### src/rtl/uart_line_rx.sv
// uart_line_rx: assembles raw UART receive bytes into LF-terminated lines and
// presents each finished line on a valid/ready stream. The packing is the same
// as the string-iterator message format (first char in the top byte, unused
// bytes zero), so a received line can be fed straight back to the transmit path.
//
// Optional feature macro: UART_LINE_RX_EDIT_EN
//   defined   -> 0x08 (BS) and 0x7F (DEL) remove the last stored character
//   undefined -> 0x08 / 0x7F are stored as ordinary data
//
// Ports
//   clk, rst_n   clock; synchronous active-low reset
//   urx_valid    one-cycle strobe, urx_data holds a received byte
//   urx_data     received byte
//   m_valid      finished line available
//   m_msg        line text, first char in [MSG_WIDTH-1 -: 8], unused bytes zero
//   m_len        characters in m_msg (0..MAX_LINE_LEN)
//   m_overflow   line was longer than MAX_LINE_LEN; excess chars dropped
//   m_dropped    one or more whole lines were lost before this one
//   m_ready      consumer accepts the line

// One character slot of the assembly buffer.
module uart_line_rx_lane (
  input  logic       clk,
  input  logic       rst_n,
  input  logic       clr,
  input  logic       wr,
  input  logic [7:0] din,
  output logic [7:0] q
);
  always_ff @(posedge clk) begin
    if (!rst_n || clr) q <= 8'h00;
    else if (wr)       q <= din;
  end
endmodule

module uart_line_rx #(
  parameter  int MAX_LINE_LEN = 128,
  localparam int MSG_WIDTH    = 8 * MAX_LINE_LEN,
  localparam int LEN_WIDTH    = $clog2(MAX_LINE_LEN + 1)
) (
  input  logic                 clk,
  input  logic                 rst_n,
  input  logic                 urx_valid,
  input  logic [7:0]           urx_data,
  output logic                 m_valid,
  output logic [MSG_WIDTH-1:0] m_msg,
  output logic [LEN_WIDTH-1:0] m_len,
  output logic                 m_overflow,
  output logic                 m_dropped,
  input  logic                 m_ready
);

  localparam logic [LEN_WIDTH-1:0] FULL = LEN_WIDTH'(MAX_LINE_LEN);

  // Assembly buffer: abuf[MAX_LINE_LEN-1] is the first character (MSB).
  logic [MAX_LINE_LEN-1:0][7:0] abuf;
  logic [LEN_WIDTH-1:0]         acnt;
  logic                         aovf;
  logic                         dropped;

  // Byte classification
  logic is_cr, is_lf, is_edit;
  logic store, ovf_byte, del, commit, slot_free, load;
  logic [7:0] lane_din;

  assign is_cr = (urx_data == 8'h0D);
  assign is_lf = (urx_data == 8'h0A);
`ifdef UART_LINE_RX_EDIT_EN
  assign is_edit = (urx_data == 8'h08) || (urx_data == 8'h7F);
`else
  assign is_edit = 1'b0;
`endif

  always_comb begin
    store    = 1'b0;
    ovf_byte = 1'b0;
    del      = 1'b0;
    commit   = 1'b0;
    if (urx_valid) begin
      if (is_lf)                     commit   = 1'b1;
      else if (is_edit)              del      = (acnt != '0);
      else if (!is_cr && acnt != FULL) store  = 1'b1;
      else if (!is_cr)               ovf_byte = 1'b1;
    end
  end

  // The output slot can take a line if it is empty or draining this cycle.
  assign slot_free = !m_valid || m_ready;
  assign load      = commit && slot_free;
  assign lane_din  = del ? 8'h00 : urx_data;

  // Slot i (counted from the first character) sits at abuf[MAX_LINE_LEN-1-i].
  // A store writes slot acnt; an edit zeroes slot acnt-1.
  genvar i;
  generate
    for (i = 0; i < MAX_LINE_LEN; i++) begin : g_lane
      logic wr;
      assign wr = (store && acnt == LEN_WIDTH'(i)) ||
                  (del   && acnt == LEN_WIDTH'(i + 1));
      uart_line_rx_lane u_lane (
        .clk   (clk),
        .rst_n (rst_n),
        .clr   (commit),
        .wr    (wr),
        .din   (lane_din),
        .q     (abuf[MAX_LINE_LEN-1-i])
      );
    end
  endgenerate

  // Count and overflow flag
  always_ff @(posedge clk) begin
    if (!rst_n) begin
      acnt <= '0;
      aovf <= 1'b0;
    end else if (commit) begin
      acnt <= '0;
      aovf <= 1'b0;
    end else if (store) begin
      acnt <= acnt + LEN_WIDTH'(1);
    end else if (ovf_byte) begin
      aovf <= 1'b1;
    end else if (del) begin
      acnt <= acnt - LEN_WIDTH'(1);
    end
  end

  // Output register. A commit into a busy slot loses the line and marks
  // the next delivered line as having had predecessors dropped.
  always_ff @(posedge clk) begin
    if (!rst_n) begin
      m_valid    <= 1'b0;
      m_msg      <= '0;
      m_len      <= '0;
      m_overflow <= 1'b0;
      m_dropped  <= 1'b0;
      dropped    <= 1'b0;
    end else if (load) begin
      m_valid    <= 1'b1;
      m_msg      <= abuf;
      m_len      <= acnt;
      m_overflow <= aovf;
      m_dropped  <= dropped;
      dropped    <= 1'b0;
    end else begin
      if (m_valid && m_ready) m_valid <= 1'b0;
      if (commit)             dropped <= 1'b1;
    end
  end

endmodule

### config.mk
export PLATFORM = sky130hd
export DESIGN_NAME = uart_line_rx
export DESIGN_NICKNAME = d
export VERILOG_FILES = /design/src/rtl/uart_line_rx.sv
export SDC_FILE = /design/constraint.sdc
export NUM_CORES = 2
export LEC_CHECK = 0
export CAP_MARGIN = 5
export CORE_AREA = 4 4 411 413
export DETAILED_ROUTE_END_ITERATION = 10
export DIE_AREA = 0 0 415 417
export GPL_TIMING_DRIVEN = 0
export HOLD_SLACK_MARGIN = 0.05
export PLACE_DENSITY = 0.78
export SYNTH_ARGS = -nofsm -noshare
export SYNTH_HDL_FRONTEND = slang
export SYNTH_HIERARCHICAL = 1
export SYNTH_SLANG_ARGS = --single-unit
### constraint.sdc
create_clock -name clk -period 3.1 [get_ports clk]
set_clock_uncertainty 0.05 [all_clocks]
set_input_delay 0.775 -clock clk [delete_from_list [all_inputs] [get_ports clk]]
set_output_delay 0.775 -clock clk [all_outputs]
set_load 0.005 [all_outputs]
==> flow_metrics.py <==
metrics = {
    "status": {
        "status": "complete, no violations",
    },
    "synth": {
        "synth-xor-area-share": 0,
        "synth_top_area_share": 0.558,
        "synth_top_family_by_area": "simple AND/OR/NAND/NOR gates",
        "ys_seq_area_frac": 0.558,
        "synthFlopType": "dfxtp_1",
        "synthAdderAreaFrac": 0.000674,
        "synth_mux_area_frac": 0.138,
        "synth_area_leaders": "dfxtp_1 56%, mux2i_1 14%, nand2_1 11%",
        "synth_compound_area_frac": 0.0714,
        "synth_edf_count": 0,
        "avgSynthCellArea_um2": 9.04,
        "ys_types": 36,
        "yosys.area_share.simple": 0.180,
        "synthesis.nets": 8229,
        "syn_inst": 8213,
        "synth-async-reset-ratio": 0,
        "synth_top_area_cell": "dfxtp_1",
        "synth_area_um2": 74200,
        "synth_warnings": 6,
        "ys_ff_latch": 2069,
    },
    "clock_network": {
        "htree_levels": 4,
        "insertion_delay_ns": 0.86,
        "root_buffer": "clkbuf_16",
        "cts_made_buffers": 202,
        "cts_tree": "done",
        "cts_buffer_depth": 3,
        "cts.sinks": 2069,
        "clk_pin_slew_ns": 0.06,
        "postCtsSetupRepairBufs": 0,
        "ctsHoldBuffers": 0,
    },
    "timing": {
        "relSlewSlack": 0.378,
        "hold_viol_final": 0,
        "rsz0062_at_grt": "false",
        "tightest_slew_ns": 0.932,
        "fmax_ghz": 0.334,
        "fin_setup_tns_ns": 0,
        "slew_violations": 0,
        "fin_crit_sh": 0.967,
        "setup_ws_ns": 0.102,
        "period_minus_slack_ns": 3.00,
        "finalSetupViolCount": 0,
    },
    "detailed_routing": {
        "dr_total_vias": 62200,
        "routed_via_density": 5.26,
        "drtIter0Drc": 4852,
        "wl_um": 259000,
        "detail-route-antenna-nets": 0,
        "drt-pass1-iter-count": 7,
        "drc": 0,
        "wl_per_cell_um": 21.9,
    },
    "die": {
        "die_area_um2": 173000,
        "initial_core_util": 0.450,
        "core_area_um2": 165000,
        "io_pins": 1047,
        "rows": 149,
        "dieWidth_um": 415,
        "die_h_um": 417,
    },
    "run": {
        "drv_cap": 0,
    },
    "grt": {
        "antenna_found_initial": 8,
        "grt_pass1_vias": 61500,
        "grt_pass1_wl_um": 378000,
        "grtUsageTotal": 0.284,
        "grt_max_degree": 99,
        "grt.overflow.total": 0,
    },
    "power_and_ir_drop": {
        "p_per_area_nw_per_um2": 557,
        "p_leak_nw": 31.7,
        "vdd_drop_max_v": 0.000578,
    },
    "hold_path": {
        "holdPathStages": 3,
        "min-delay-start": "urx_data[2]",
        "hold_path_class": "in -> reg",
        "whs_endpoint": "g_lane[125].u_lane/q[2]",
    },
    "worst_setup_path": {
        "r2r-start": "acnt[0]",
        "critical_path_arrival_ns": 3.68,
        "startpoint_type": "input port",
        "worstRegToRegCells": 11,
        "regToRegSetupSlack_ns": 0.18,
        "critPathLaunch": "urx_data[2]",
        "r2r-end": "g_lane[125].u_lane/q[5]",
        "critPathKind": "in -> reg",
        "path_max_fanout": 75,
        "required_ns": 3.78,
        "endpoint_kind": "flop",
    },
    "cells_and_area": {
        "syn2layout_area_growth_pct": 27.4,
        "final_nets": 9491,
        "final_util": 0.574,
        "drive_above_1_share": 0.0806,
    },
    "placement": {
        "gp_congestion": 0.904,
        "dp_hpwl_um": 177000,
        "place_ws_ns": -1.57,
        "port_buffers": 1046,
    },
}
repair_timing:
| item | CTS | global route |
|---|---|---|
| endpoints found under the hold margin | 0 | 0 |
| cloned | 1 | 1 |
| endpoints found under the setup margin | 1085 | 195 |
| gates resized for setup | 12 | 12 |
final cells by class:
type                            instances  area [µm²]
Multi-Input combinational cell       5515       29000
Inverter                                6        30.0
Timing Repair Buffer                 1060       10900
Antenna cell                            5        12.5
Clock inverter                         73         895
Fill cell                           14000       70200
Buffer                                621        3840
Clock buffer                          287        5760
Tap cell                             2189        2740
Sequential cell                      2069       41400
logic make-up (layout without fill, tap and decap cells):
group	count (synthesis)	in the layout
compound gates	1054	1054
fa+ha+maj	4	4
buf+inv	629	2047
flops	2069	2069
mux	1026	1026
other cells	0	5
simple gates	3431	3431
placed cells by master, fill, tap and decap left out, types with 8 or more instances in the layout:
master and n:
dfxtp_1 2069, clkdlybuf4s50_1 1037, clkinv_2 34, buf_16 10, clkbuf_8 36, inv_6 10
clkbuf_16 204, bufinv_16 12, buf_4 35, nand2_1 2106, buf_2 107, mux2i_1 1026
buf_6 143, clkbuf_1 245, clkbuf_2 140, a21oi_1 1042, nor2_1 1154, nand2b_1 134
buf_8 8
synthesized netlist by cell type, drive strengths merged, types with 5 or more instances:
cell type and n:
dfxtp 2069, nor2 1158, inv 6, nand2 2106, nand2b 134, a21oi 1042
buf 284, nor3 5, mux2i 1026, clkbuf 339, nand3 11, or4 5
worst max-delay path, stage by stage:
cell and delay [ns]:
buf_12 0.33, buf_16 0.40, nor3b_1 0.15, o211ai_2 0.42, nand3_2 0.32, buf_4 0.34
nor2_1 0.39, buf_6 0.22, mux2i_1 0.22, nor2_1 0.05
worst max path at each step:
stage,endpoint,slack (ns)
floorplan,g_lane[0].u_lane/q[0],0.10
global placement,g_lane[0].u_lane/q[5],-11.97
detailed placement,m_msg[1020],-1.57
CTS,g_lane[90].u_lane/q[0],0.02
global route,g_lane[125].u_lane/q[1],0.02
finish,g_lane[125].u_lane/q[5],0.10
routing by layer:
| layer | track usage | share of wire |
|---|---|---|
| met1 | 0.331 | 0.39 |
| met2 | 0.463 | 0.46 |
| met3 | 0.0608 | 0.070 |
| met4 | 0.205 | 0.082 |
| met5 | 0 | 0.00012 |
power by group:
| part | switching [mW] | total [mW] | internal [mW] | leakage (nW) |
|---|---|---|---|---|
| registers | 0.0136 | 26.6 | 26.6 | 16.7 |
| clock network | 10.7 | 24.7 | 14.0 | 3.27 |
| logic | 1.08 | 1.33 | 0.247 | 11.8 |
flip-flops by register name, summed over array words and instances, names as in the netlist:
name and count:
m_len 8, m_overflow 1, aovf 1, g_lane.u_lane/q 1024
acnt 8, m_valid 1, dropped 1, m_dropped 1
m_msg 1024
metrics by stage:
stage	hold WS, ns	std cells	power (mW)	area [µm²]
final	0.344	11800	52.6	94600
after global routing	0.347	11800	54.0	94600
after CTS	0.308	11800	52.9	94500
after detailed placement	0.391	11500	28.5	87800
after global placement	0.387	11400	28.5	87400
after floorplan	0.376	8213	27.7	74200
No activity file was read; power rests on OpenSTA's default activity.
